`src/rtl/uart_rx_param.sv`:
```
// uart_rx_param - parametrised UART receiver with an internal baud/oversample
// tick generator, 3-sample majority voting, parity and framing checks.
//
// Ports:
//   CLK        system clock, all logic on posedge
//   RST_N      synchronous active-low reset
//   RX         asynchronous serial line, idle high
//   data       last received word, LSB = first data bit
//   valid      one-cycle pulse when a frame completes (data and flags update with it)
//   parity_err parity mismatch on the last frame (always 0 when PARITY = 0)
//   frame_err  a stop bit of the last frame sampled low
//   busy       high from start detect until the FSM is back in IDLE
//
// State      | meaning
// -----------+--------------------------------------------------------------
// IDLE       | line idle, counters held at 0, waiting for rx_s = 0
// START      | validating the start bit; majority 1 means false start
// DATA       | shifting in DATA_BITS bits LSB-first
// PAR        | checking the parity bit against the received data
// STOP       | sampling STOP_BITS stop bits, then presenting the frame
// WAIT_HIGH  | last stop bit was low (break); wait for the line to go high
module uart_rx_param #(
  parameter int CLK_FREQ   = 50_000_000,
  parameter int BAUD       = 115200,
  parameter int OVERSAMPLE = 16,
  parameter int DATA_BITS  = 8,
  parameter int PARITY     = 0,
  parameter int STOP_BITS  = 1
) (
  input  logic                 CLK,
  input  logic                 RST_N,
  input  logic                 RX,
  output logic [DATA_BITS-1:0] data,
  output logic                 valid,
  output logic                 parity_err,
  output logic                 frame_err,
  output logic                 busy
);

  localparam int DIV = CLK_FREQ / (BAUD * OVERSAMPLE);
  localparam int M   = OVERSAMPLE / 2;
  localparam int PW  = (DIV > 1) ? $clog2(DIV) : 1;
  localparam int OW  = $clog2(OVERSAMPLE);
  localparam int BW  = $clog2(DATA_BITS);

  localparam logic [PW-1:0] PRE_LAST = PW'(DIV - 1);
  localparam logic [OW-1:0] OS_LAST  = OW'(OVERSAMPLE - 1);
  localparam logic [OW-1:0] OS_S0    = OW'(M - 1);
  localparam logic [OW-1:0] OS_S1    = OW'(M);
  localparam logic [OW-1:0] OS_DEC   = OW'(M + 1);
  localparam logic [BW-1:0] DB_LAST  = BW'(DATA_BITS - 1);
  localparam logic          SB_LAST  = 1'(STOP_BITS - 1);

  typedef enum logic [2:0] {IDLE, START, DATA, PAR, STOP, WAIT_HIGH} state_t;

  state_t               state;
  logic                 rx_meta, rx_s;
  logic [PW-1:0]        pre_cnt;
  logic [OW-1:0]        os_cnt;
  logic [BW-1:0]        bit_cnt;
  logic                 stop_cnt;
  logic [1:0]           smp;
  logic [DATA_BITS-1:0] shreg;
  logic                 par_flag, frm_flag, last_bit;

  logic tick, decide, wrap, maj, exp_par;

  assign tick    = (pre_cnt == PRE_LAST);
  assign decide  = tick && (os_cnt == OS_DEC);
  assign wrap    = tick && (os_cnt == OS_LAST);
  // third sample is the live rx_s at the decision tick
  assign maj     = (smp[0] & smp[1]) | (smp[0] & rx_s) | (smp[1] & rx_s);
  assign exp_par = (^shreg) ^ (PARITY == 1);

  always_ff @(posedge CLK) begin
    if (!RST_N) begin
      state      <= IDLE;
      rx_meta    <= 1'b1;
      rx_s       <= 1'b1;
      pre_cnt    <= '0;
      os_cnt     <= '0;
      bit_cnt    <= '0;
      stop_cnt   <= 1'b0;
      smp        <= '0;
      shreg      <= '0;
      par_flag   <= 1'b0;
      frm_flag   <= 1'b0;
      last_bit   <= 1'b1;
      data       <= '0;
      valid      <= 1'b0;
      parity_err <= 1'b0;
      frame_err  <= 1'b0;
      busy       <= 1'b0;
    end else begin
      rx_meta <= RX;
      rx_s    <= rx_meta;
      valid   <= 1'b0;

      // counters idle at 0 so the bit phase starts at the detected edge
      if (state == IDLE || state == WAIT_HIGH) begin
        pre_cnt <= '0;
        os_cnt  <= '0;
      end else if (tick) begin
        pre_cnt <= '0;
        os_cnt  <= (os_cnt == OS_LAST) ? '0 : os_cnt + 1'b1;
      end else begin
        pre_cnt <= pre_cnt + 1'b1;
      end

      if (tick && os_cnt == OS_S0) smp[0] <= rx_s;
      if (tick && os_cnt == OS_S1) smp[1] <= rx_s;

      case (state)
        IDLE: begin
          if (!rx_s) begin
            state    <= START;
            busy     <= 1'b1;
            par_flag <= 1'b0;
            frm_flag <= 1'b0;
            bit_cnt  <= '0;
            stop_cnt <= 1'b0;
          end
        end
        START: begin
          if (decide && maj) begin
            state <= IDLE;
            busy  <= 1'b0;
          end else if (wrap) begin
            state <= DATA;
          end
        end
        DATA: begin
          if (decide) shreg <= {maj, shreg[DATA_BITS-1:1]};
          if (wrap) begin
            if (bit_cnt == DB_LAST) begin
              bit_cnt <= '0;
              state   <= (PARITY != 0) ? PAR : STOP;
            end else begin
              bit_cnt <= bit_cnt + 1'b1;
            end
          end
        end
        PAR: begin
          if (decide) par_flag <= maj ^ exp_par;
          if (wrap) state <= STOP;
        end
        STOP: begin
          // leave one cycle after the valid pulse so busy drops right after it
          if (valid) begin
            state <= last_bit ? IDLE : WAIT_HIGH;
            busy  <= !last_bit;
          end else if (decide) begin
            if (!maj) frm_flag <= 1'b1;
            if (stop_cnt == SB_LAST) begin
              valid      <= 1'b1;
              data       <= shreg;
              parity_err <= par_flag;
              frame_err  <= frm_flag | ~maj;
              last_bit   <= maj;
            end
          end else if (wrap) begin
            stop_cnt <= stop_cnt + 1'b1;
          end
        end
        WAIT_HIGH: begin
          if (rx_s) begin
            state <= IDLE;
            busy  <= 1'b0;
          end
        end
        default: begin
          state <= IDLE;
          busy  <= 1'b0;
        end
      endcase
    end
  end

endmodule

```
`config.mk`:
```
export PLATFORM = sky130hd
export DESIGN_NAME = uart_rx_param
export DESIGN_NICKNAME = d
export VERILOG_FILES = /design/src/rtl/uart_rx_param.sv
export SDC_FILE = /design/constraint.sdc
export NUM_CORES = 1
export LEC_CHECK = 0
export BUFFER_PORTS_ARGS = -buffer_cell sky130_fd_sc_hd__buf_2
export CORE_MARGIN = 8
export CORE_UTILIZATION = 43
export CTS_CLUSTER_DIAMETER = 40
export DETAILED_ROUTE_END_ITERATION = 6
export PLACE_DENSITY_LB_ADDON = 0.12
export SYNTH_ARGS = -nofsm -noshare
export SYNTH_HDL_FRONTEND = slang
export SYNTH_SLANG_ARGS = --single-unit
export TNS_END_PERCENT = 10
```
`constraint.sdc`:
```
create_clock -name CLK -period 3 [get_ports CLK]
set_input_delay 0.6 -clock CLK [delete_from_list [all_inputs] [get_ports CLK]]
set_output_delay 0.6 -clock CLK [all_outputs]
set_load 0.02 [all_outputs]
```
Word-level counts from Yosys, hierarchy flattened --
Index checks and enable logic that the tools add are counted.
Storage, ports and cells: input port bits 3, output and inout port bits 12, register bits 43, word-level logic and storage cells 117
Operators by class: equality and inequality tests 25, bitwise operators 14, multiplexer cells 32, add/sub/neg operators 4, reductions and logical operators 24
Operators by type and width (number):
- $mux 3 | 12
- $ne 2x2->1 const B | 13
- $pmux 3 s6 | 1
- $reduce_and 5->1 | 3
- $mux 1 | 13
- $eq 4x4->1 const B | 3
- $eq 3x3->1 const B | 3
- $reduce_xor 8->1 | 1
- $not 1->1 | 7
- $reduce_and 7->1 | 1
- $eq 3x2->1 const B | 2
- $pmux 1 s2 | 3
- $pmux 3 s2 | 1
- $reduce_and 3->1 | 2
- $reduce_bool 2->1 | 3
- $add 5x1->5 const B | 1
- $eq 5x5->1 const B | 1
- $logic_and 1x1->1 | 5
- $pmux 1 s5 | 1
- $add 4x1->4 const B | 1
- $eq 4x3->1 const B | 1
- $mux 4 | 1
- $reduce_and 4->1 | 1
- $reduce_or 2->1 | 2
- other kinds (13) | 17

Logic depth before layout (Yosys ltp) --
Gate-level depths: netlist (run 1).
depth in word-level cells 7, depth in mapped cells 9, gate-level depth less buffers 7

Worst setup path after synthesis (run 1) --
OpenSTA, ideal clock, no wires.
kind flip-flop to flip-flop, from register os_cnt[0], to register bit_cnt[0], library setup time 72 ps, path buffers 0, stages on the path, launching flop included 7, data required time 2928 ps, path slack 1349 ps, clock period less this slack 1651 ps, data arrival time 1579 ps, cells stage by stage dfxtp_1 ha_1 and2_1 nand3_1 mux2_4 nor3_4 mux2i_1
On the way: longest elaborated chain between the ends 4
Ends and longest elaborated chain:
- start, declared | RTL line 59 | logic [OW-1:0] os_cnt;
- start signal, assigned | RTL line 105 | os_cnt <= (os_cnt == OS_LAST) ? '0 : os_cnt + 1'b1;
- $eq 4x4->1 | RTL line 70 | assign wrap = tick && (os_cnt == OS_LAST);
- $logic_and 1x1->1 | RTL line 70
- $ne 2x2->1 (no line)
- $reduce_and 3->1 (no line)
- end signal, assigned | RTL line 139 | bit_cnt <= bit_cnt + 1'b1;
- end, declared | RTL line 60 | logic [BW-1:0] bit_cnt;
Every way passes these cells. A chain may end at the register's enable or synchronous reset.

Worst setup path after layout (run 1) --
from register pre_cnt[0], to register frame_err
On the way: longest elaborated chain between the ends 3
Ends and longest elaborated chain:
- start, declared | RTL line 58 | logic [PW-1:0] pre_cnt;
- start signal, assigned | RTL line 107 | pre_cnt <= pre_cnt + 1'b1;
- $eq 5x5->1 | RTL line 68 | assign tick = (pre_cnt == PRE_LAST);
- $logic_and 1x1->1 | RTL line 69 | assign decide = tick && (os_cnt == OS_DEC);
- $reduce_and 4->1 (no line)
- end signal, assigned | RTL line 158 | frame_err <= frm_flag | ~maj;
- end, declared | RTL line 36 | output logic frame_err,
Every way passes these cells.

==> results.md, run 1 <==
STA:
- The final total negative setup slack is 0 ns.
- For the pin with the worst max-slew slack, the measured transition is 0.637 ns.
- The final-report hold violation count came to 0.
- The number of max-slew violations in the final report is 0.
- Subtracting the final worst setup slack from the clock period gives 2.06 ns.
- The post-route clock skew is 0.00527 ns.
- The worst setup margin is 0.944 ns.
- The ratio of final minimum period to clock period is 68.5%.
- Measured against its own limit, the worst slew margin works out to 57.1%.
- Static timing analysis puts the maximum clock frequency at 0.486 GHz.
- The number of setup violations in the final report is 0.
- Setup repair after global routing left no endpoint under its margin.
- On the final layout, the worst hold slack is 0.411 ns.

Route:
- In this run, the number of DRC markers left after iteration 0 of detailed routing was 91.
- The detail route stage leaves a number of antenna-violating nets equal to 0.
- The per-cell via count in the routed design is 5.10.
- Summing over every cut layer, the via total after detailed routing is 1504.
- After detailed routing, the total wire length is 3830 um.
- The post-detailed-route wirelength per cell is 13.0 um.
- The detailed-routing iteration count for the pre-antenna-repair pass is 4.
- In the routed design, unresolved DRC markers number 0.

Synth:
- In this run, synthesis inferred 0 flip-flops with an integrated enable.
- The dominant synthesized flop cell is sky130_fd_sc_hd__dfxtp_1.
- The synthesis warning total is 0.
- Of all flip-flops after synthesis, the portion carrying an async set or reset was 0%.
- Yosys attributes the largest share of cell area to sky130_fd_sc_hd__dfxtp_1 (42%), sky130_fd_sc_hd__mux2i_1 (6.3%), sky130_fd_sc_hd__nand2_1 (6.0%), sky130_fd_sc_hd__nor2_1 (4.6%), sky130_fd_sc_hd__ha_1 (4.3%).
- After synthesis the cells add up to 2060 um^2.
- The most area-hungry cell type in the Yosys netlist is sky130_fd_sc_hd__dfxtp_1.
- The number of different library cells in the post-synthesis netlist is 45.
- The most frequent cell after synthesis is sky130_fd_sc_hd__dfxtp_1.
- Ranked by instance count, the synthesized netlist is headed by sky130_fd_sc_hd__dfxtp_1 (43), sky130_fd_sc_hd__nand2_1 (33), sky130_fd_sc_hd__nor2_1 (25).
- The area share of the largest cell type after synthesis is 41.8%.
- The share of the Yosys chip area taken by registers is 41.8%.
- The average size of a mapped cell is 9.04 um^2.
- The post-synthesis instance total is 228.
- Counting flops and latches in the post-synthesis netlist gives 43.
- The synthesized netlist net count is 238.

Global routing:
- The number of antenna violations at the first check in global routing was 0.
- The sum of overflow across all layers after global routing is 0.
- Entering global routing, the biggest net connects 17 pins.
- The first global-routing pass estimated 6760 um of wire.
- In the global route stage, overall resource usage came out at 11.6%.
- The number of global-route vias before repair was 1428.

Run:
- The tool flagged a number of max-cap violations equal to 0.

Clock tree:
- In this run the post-CTS setup repair buffer count came out at 0.
- The buffer cell driving the clock tree root is sky130_fd_sc_hd__clkbuf_8.
- Buffers inserted to repair hold after CTS numbered 0.
- The H-tree level count is 2.
- After clock tree synthesis, the clock-pin slew on the worst setup and hold paths is 0.08 ns.
- The CTS buffer count is 5.
- TritonCTS built the clock tree.
- The post-cts sizing count is 0.
- The maximum buffer depth of the clock tree is 2.
- The worst-skew pair later-pin latency is 0.29 ns.
- The clock sink total is 43.

Worst setup path:
- The start of the worst register-to-register path is pre_cnt[0].
- STA classifies the critical path endpoint as a register.
- The worst setup path is launched from a register.
- The maximum fanout encountered on the critical timing path is 13.
- The critical path is of the reg -> reg type.
- The arrival time at the worst endpoint is 2.26 ns.
- The critical path required time is 3.21 ns.
- The origin of the worst setup path is pre_cnt[0].

Finish:
- The fraction of layout cells with a size suffix above 1 is 13.7%.
- Compared with the post-synthesis result, the final layout area differs by 7.59%.
- The antenna diode count is 0.
- The number of inserted filler cells in the final layout is 462.
- For this run, the share of the core covered by cells in the final layout is 47.6%.
- The post-layout net count is 250.

Die:
- For this design the top-level I/O count stands at 15.
- The die is 85.2 um wide.
- The effective utilization at floorplan is 44.2%.
- The area of the die is 7260 um^2.
- The placeable core region is 4660 um^2.
- The number of rows in the core area is 25.
- Measured along the y axis, the die boundary spans 85.2 um.

Place:
- After legalization and detailed placement, the total HPWL measured 2740 um.
- The pre-CTS setup slack is 0.923 ns.
- At the end of routability-driven placement, the weighted congestion stood at 0.775.
- The number of I/O port buffers is 14.

Pwr:
- The power per standard cell area is 467 nW/um^2.
- Summed over all cells, the static leakage comes to 0.871 nW.
- The worst-case IR drop observed on VDD is 0.258 mV.

Min path:
- The origin of the worst min-delay path is rx_meta.
- The tightest min-delay check is of the reg -> reg type.

Status:
- The flow ran to the end, and the final reports show no timing, DRC or antenna violations.
cells in the final DEF (no fill, tap or decap), drive strengths merged:
| cell type | synthesis | final |
|---|---|---|
| dfxtp | 43 | 43 |
| nand2 | 33 | 33 |
| nor2 | 26 | 26 |
| a21oi | 18 | 18 |
| buf | 7 | 15 |
| mux2i | 13 | 13 |
| nand3 | 10 | 10 |
| xnor2 | 9 | 9 |
| inv | 8 | 8 |
| ha | 7 | 7 |
| clkbuf | 3 | 7 |
| o21ai | 5 | 5 |
| nand4 | 5 | 5 |
| nand2b | 4 | 4 |
| xor2 | 4 | 4 |
| nor3 | 4 | 4 |
| o21a | 3 | 3 |
| a311oi | 2 | 2 |
| a21boi | 2 | 2 |
| a211oi | 2 | 2 |
| mux2 | 2 | 2 |
| o211ai | 2 | 2 |
| clkinv | 1 | 2 |
| nor4b | 1 | 1 |
| and2b | 1 | 1 |
| and4b | 1 | 1 |
| maj3 | 1 | 1 |
| nor2b | 1 | 1 |
| and3 | 1 | 1 |
| and2 | 1 | 1 |
| a32o | 1 | 1 |
| a31oi | 1 | 1 |
| nand4b | 1 | 1 |
| o31ai | 1 | 1 |
| o32ai | 1 | 1 |
| nor3b | 1 | 1 |
| o41ai | 1 | 1 |
| or2 | 1 | 1 |
path summary, 6_finish.rpt:
kind / endpoint / slack, ns / cells after the start
max reg2reg: frame_err / 0.94 / 7
min reg2reg: rx_s / 0.41 / 1
max: frame_err / 0.94 / 7
min: rx_s / 0.41 / 1
power by group:
part           internal, mW  switching, mW  total, mW
registers             0.582         0.0243      0.606
logic                0.0332         0.0483     0.0815
clock network         0.163          0.185      0.348
cell families after synthesis:
logic type,Yosys count,share of synthesized area [%]
and+or+nand+nor,91,22.7
xor gates and xnor gates,13,5.53
DFF,43,41.8
muxes,15,7.77
AOI/OAI and AO/OA,39,12.4
buffers and inverters,19,5.04
adders and majority gates,8,4.80
area by class of cell:
| type | instances | area [um^2] | area share, % |
|---|---|---|---|
| Multi-Input combinational cell | 166 | 1100 | 49.4 |
| Inverter | 9 | 33.8 | 1.52 |
| Sequential cell | 43 | 861 | 38.8 |
| Timing Repair Buffer | 15 | 77.6 | 3.50 |
| Tap cell | 54 | 67.6 | 3.05 |
| Clock buffer | 7 | 76.3 | 3.44 |
| Clock inverter | 1 | 5.00 | 0.226 |
through the flow:
| step | power [mW] | instances | cell area (um^2) |
|---|---|---|---|
| detailed placement | 0.701 | 287 | 2140 |
| floorplan | 0.686 | 228 | 2060 |
| global route | 1.10 | 295 | 2220 |
| CTS | 1.06 | 295 | 2220 |
| global placement | 0.702 | 287 | 2140 |
| finish | 1.04 | 295 | 2220 |
per-layer routing:
| layer | vias up | track usage, % | wire [um] |
|---|---|---|---|
| met3 | 4 | 4.15 | 141 |
| li1 | 804 | - | - |
| met1 | 681 | 15.0 | 1980 |
| met4 | 0 | 3.88 | 29 |
| met2 | 15 | 17.4 | 1680 |
| met5 | - | 0 | 0 |
critical path, stage by stage (launching register included):
cell and delay [ns]:
sky130_fd_sc_hd__dfxtp_1 0.34, sky130_fd_sc_hd__inv_1 0.06, sky130_fd_sc_hd__ha_1 0.15, sky130_fd_sc_hd__and4b_1 0.45, sky130_fd_sc_hd__nand4_1 0.21, sky130_fd_sc_hd__nor2_2 0.44
sky130_fd_sc_hd__nor2_1 0.07, sky130_fd_sc_hd__a311oi_1 0.24
sequential cells by signal, summed over array words and instances, names as in the netlist:
signal / count
frm_flag: 1
frame_err: 1
rx_meta: 1
state: 3
par_flag: 1
bit_cnt: 3
data: 8
shreg: 8
os_cnt: 4
rx_s: 1
parity_err: 1
smp: 2
last_bit: 1
pre_cnt: 5
stop_cnt: 1
busy: 1
valid: 1
(Power assumes the default switching activity.)
==> inputs of run 2 (changes only) <==
Clock period 3 ns to 1.9 ns, I/O delays scaled along.
==> run 2 against run 1 <==
Flip-flop and latch count is the same. Die area is the same. Combinational power grew 130%. Sequential power grew 53%. First-iteration DRC count shrank 47%. Clock power grew 61%. Power grew 62%. Worst setup slack lost 0.81 ns. Worst hold slack lost 0.14 ns. Wire length grew 5.1%. Sequential share of layout area shrank 1.8 points. Critical path type unchanged. Highest routed layer unchanged.
==> results.md, run 2 (synthesis results as in run 1) <==
Status:
- The run finished with clean final reports.

Clock tree:
- TritonCTS built the clock tree.
- The clock sink total came to 43 (unchanged).
- The number of post-CTS setup repair buffers came to 0 (unchanged).
- The maximum buffer depth of the clock tree is 2 (unchanged).
- In this run the clock root is driven by a sky130_fd_sc_hd__clkbuf_8.
- The worst-skew pair later-pin latency is 0.29 ns (about the same).
- The H-tree level count was 2 (unchanged).
- The clock slew seen by the registers of the worst setup and hold paths was 0.08 ns (about the same).
- The CTS buffer count was 5 (unchanged).

STA:
- The tightest slew margin relative to the limit is 71.0% (+14 points).
- The final total negative setup slack is 0 ns (unchanged).
- The worst hold slack is 0.269 ns (-0.142 ns).
- The number of setup violations in the final report is 0 (unchanged).
- The transition time of the tightest slew-check pin is 0.434 ns (-0.203 ns).
- The final-report hold violation count is 0 (unchanged).
- The post-route clock skew is 0.00750 ns (+0.00223 ns).
- The ratio of final minimum period to clock period is 92.8% (+24 points).
- The time the final worst path needs with I/O delays and setup is 1.76 ns (-0.293 ns).
- Setup repair after global routing could not meet its margin everywhere.
- The number of max-slew violations in the final report came to 0 (unchanged).
- The highest clock rate is 0.567 GHz (+17%).

Route:
- The per-cell via count in the routed design is 5.21 (+2.3%).
- The detailed-routing iteration count for the pre-antenna-repair pass was 4 (unchanged).
- The number of vias in the routed layout was 1606 (+6.8%).
- The post-route antenna net violation count was 0 (unchanged).
- The count of unresolved DRC violations after routing is 0 (unchanged).
- The DRC violation total after the first TritonRoute iteration is 48 (-47%).
- The routed wire length is 4030 um (+5.1%).
- The post-detailed-route wirelength per cell is 13.1 um (+0.63%).

Die:
- The die outline height is 85.2 um (unchanged).
- The I/O pin count is 15 (unchanged).
- The area of the die is 7260 um^2 (unchanged).
- The effective utilization at floorplan came to 44.2% (unchanged).
- The number of rows in the core area is 25 (unchanged).
- The horizontal extent of the die is 85.2 um (unchanged).
- The placeable core region is 4660 um^2 (unchanged).

Finish:
- In the final layout, the registers with the most flip-flops are data (8), shreg (8), pre_cnt (5).
- The fraction of layout cells with a size suffix above 1 is 20.5% (+6.8 points).
- The sequential cell area is 862 um^2 (+0.15%).
- The number of inserted filler cells in the final layout is 444 (-3.9%).
- The area taken by multi-input logic gates is 1110 um^2 (+0.91%).
- From synthesis to final layout, the design area changed by 13.1%.
- The library cells used most frequently in the layout, excluding fill and tap cells, are sky130_fd_sc_hd__dfxtp_1 (42), sky130_fd_sc_hd__nand2_1 (33), sky130_fd_sc_hd__nor2_1 (25), sky130_fd_sc_hd__a21oi_1 (16).
- The library cell used most frequently in the layout, excluding fill and tap cells, is sky130_fd_sc_hd__dfxtp_1.
- The cell area after layout is 2330 um^2 (+5.1%).
- The antenna diode count is 0 (unchanged).
- The post-layout net count is 263 (+5.2%).

Worst setup path:
- In this design, the critical path's most frequently occurring cell is sky130_fd_sc_hd__nand4_1.
- The arrival time at the worst endpoint is 1.99 ns (-0.27 ns).
- The signal on the critical path passes through inv_1, ha_1, and4b_2, buf_4, nand4_1, nand4_1, mux2_4, a21oi_2.
- The category of the most critical setup path is reg -> reg.
- The path length in cells of the critical path is 8 (+1).
- The critical path buffer and inverter count is 2 (+1).
- The kind of cell with the highest combined delay along the critical path is simple AND/OR/NAND/NOR gates.
- The largest individual stage delay along the critical path comes from the cell sky130_fd_sc_hd__dfxtp_1.
- STA classifies the critical path endpoint as a register.
- The startpoint type of the worst setup path is a register.
- The worst-case reg-to-reg path depth came to 8 (+1).
- The maximum fanout encountered on the critical timing path is 6 (-7).
- The maximum single-stage delay on the critical path was 0.33 ns (-0.12 ns).
- The critical path required time was 2.13 ns (-1.08 ns).

Place:
- The routability-driven placement congestion ratio was 0.787 (+1.6%).
- The total half-perimeter wirelength after legalization and detailed placement is 3030 um (+11%).
- The post-placement cell area was 2230 um^2 (+4.6%).
- The number of I/O port buffers is 14 (unchanged).

Min path:
- The number of cells traversed by the worst hold path is 2 (+1).
- The type of the tightest min-delay check is in -> reg.

Global routing:
- The number of global-route vias before repair came to 1523 (+6.7%).
- The number of antenna violations at the first check in global routing is 0 (unchanged).
- The aggregate global-route resource usage came to 11.7% (+0.13 points).
- The sum of overflow across all layers after global routing is 0 (unchanged).
- The largest net degree at the start of global routing was 18 (+1).
- The wire length of the first global-routing pass came to 6890 um (+1.9%).

Pwr:
- The power per standard cell area was 719 nW/um^2 (+54%).
- The total power is 1.67 mW (+62%).
- The worst ir drop on vdd is 0.473 mV (+84%).
- The leakage dissipation is 0.938 nW (+7.8%).

Run:
- The max-cap violation count is 0 (unchanged).
[run 2: worst paths after layout]
path                   start        to  slack [ns]
setup reg to reg  pre_cnt[0]  state[1]        0.14
hold / removal            RX   rx_meta        0.27
setup / recovery  pre_cnt[0]  state[1]        0.14
hold reg to reg      rx_meta      rx_s        0.41
[run 2: power by group]
group / switching [mW] / internal (mW)
Clock: 0.303 / 0.257
Sequential: 0.00900 / 0.919
Combinational: 0.112 / 0.0748
Total: 0.424 / 1.25
[run 2: metrics by stage]
step | worst slack [ns] | instances | util (%)
2_1_floorplan | 0.249 | 228 | -
3_3_place_gp | 0.0788 | 300 | 47.9
3_5_place_dp | 0.0779 | 300 | 47.9
4_1_cts | 0.0591 | 308 | 49.7
5_1_grt | -0.00298 | 308 | 50.0
6_report | 0.137 | 308 | 50.0
[run 2: metal layers]
layer / track usage (%) / wire [um]
met4: 4.85 / 49
met1: 13.3 / 1870
met5: 0 / 0
met3: 3.28 / 141
met2: 20.1 / 1970
[run 2: final cells by class]
type	instances	share of cell area, %
Sequential cell	43	37.0
Tap cell	54	2.90
Multi-Input combinational cell	166	47.5
Clock buffer	6	3.11
Inverter	9	1.45
Clock inverter	2	0.537
Timing Repair Buffer	28	7.52
[run 2: worst reg2reg max path: cells and delay by family, from the launching register on]
| kind | cells | cell delay, ns |
|---|---|---|
| AOI/OAI and AO/OA | 1 | 0.12 |
| DFF | 1 | 0.33 |
| and+or+nand+nor | 3 | 0.55 |
| buffers and inverters | 2 | 0.22 |
| adders and majority gates | 1 | 0.19 |
| muxes | 1 | 0.30 |
[run 2: what timing repair did]
| item | CTS | global route |
|---|---|---|
| resized for setup | 0 | 5 |
| setup endpoints to repair | 0 | 14 |
| hold buffers | 0 | 0 |
| hold endpoints to repair | 0 | 0 |
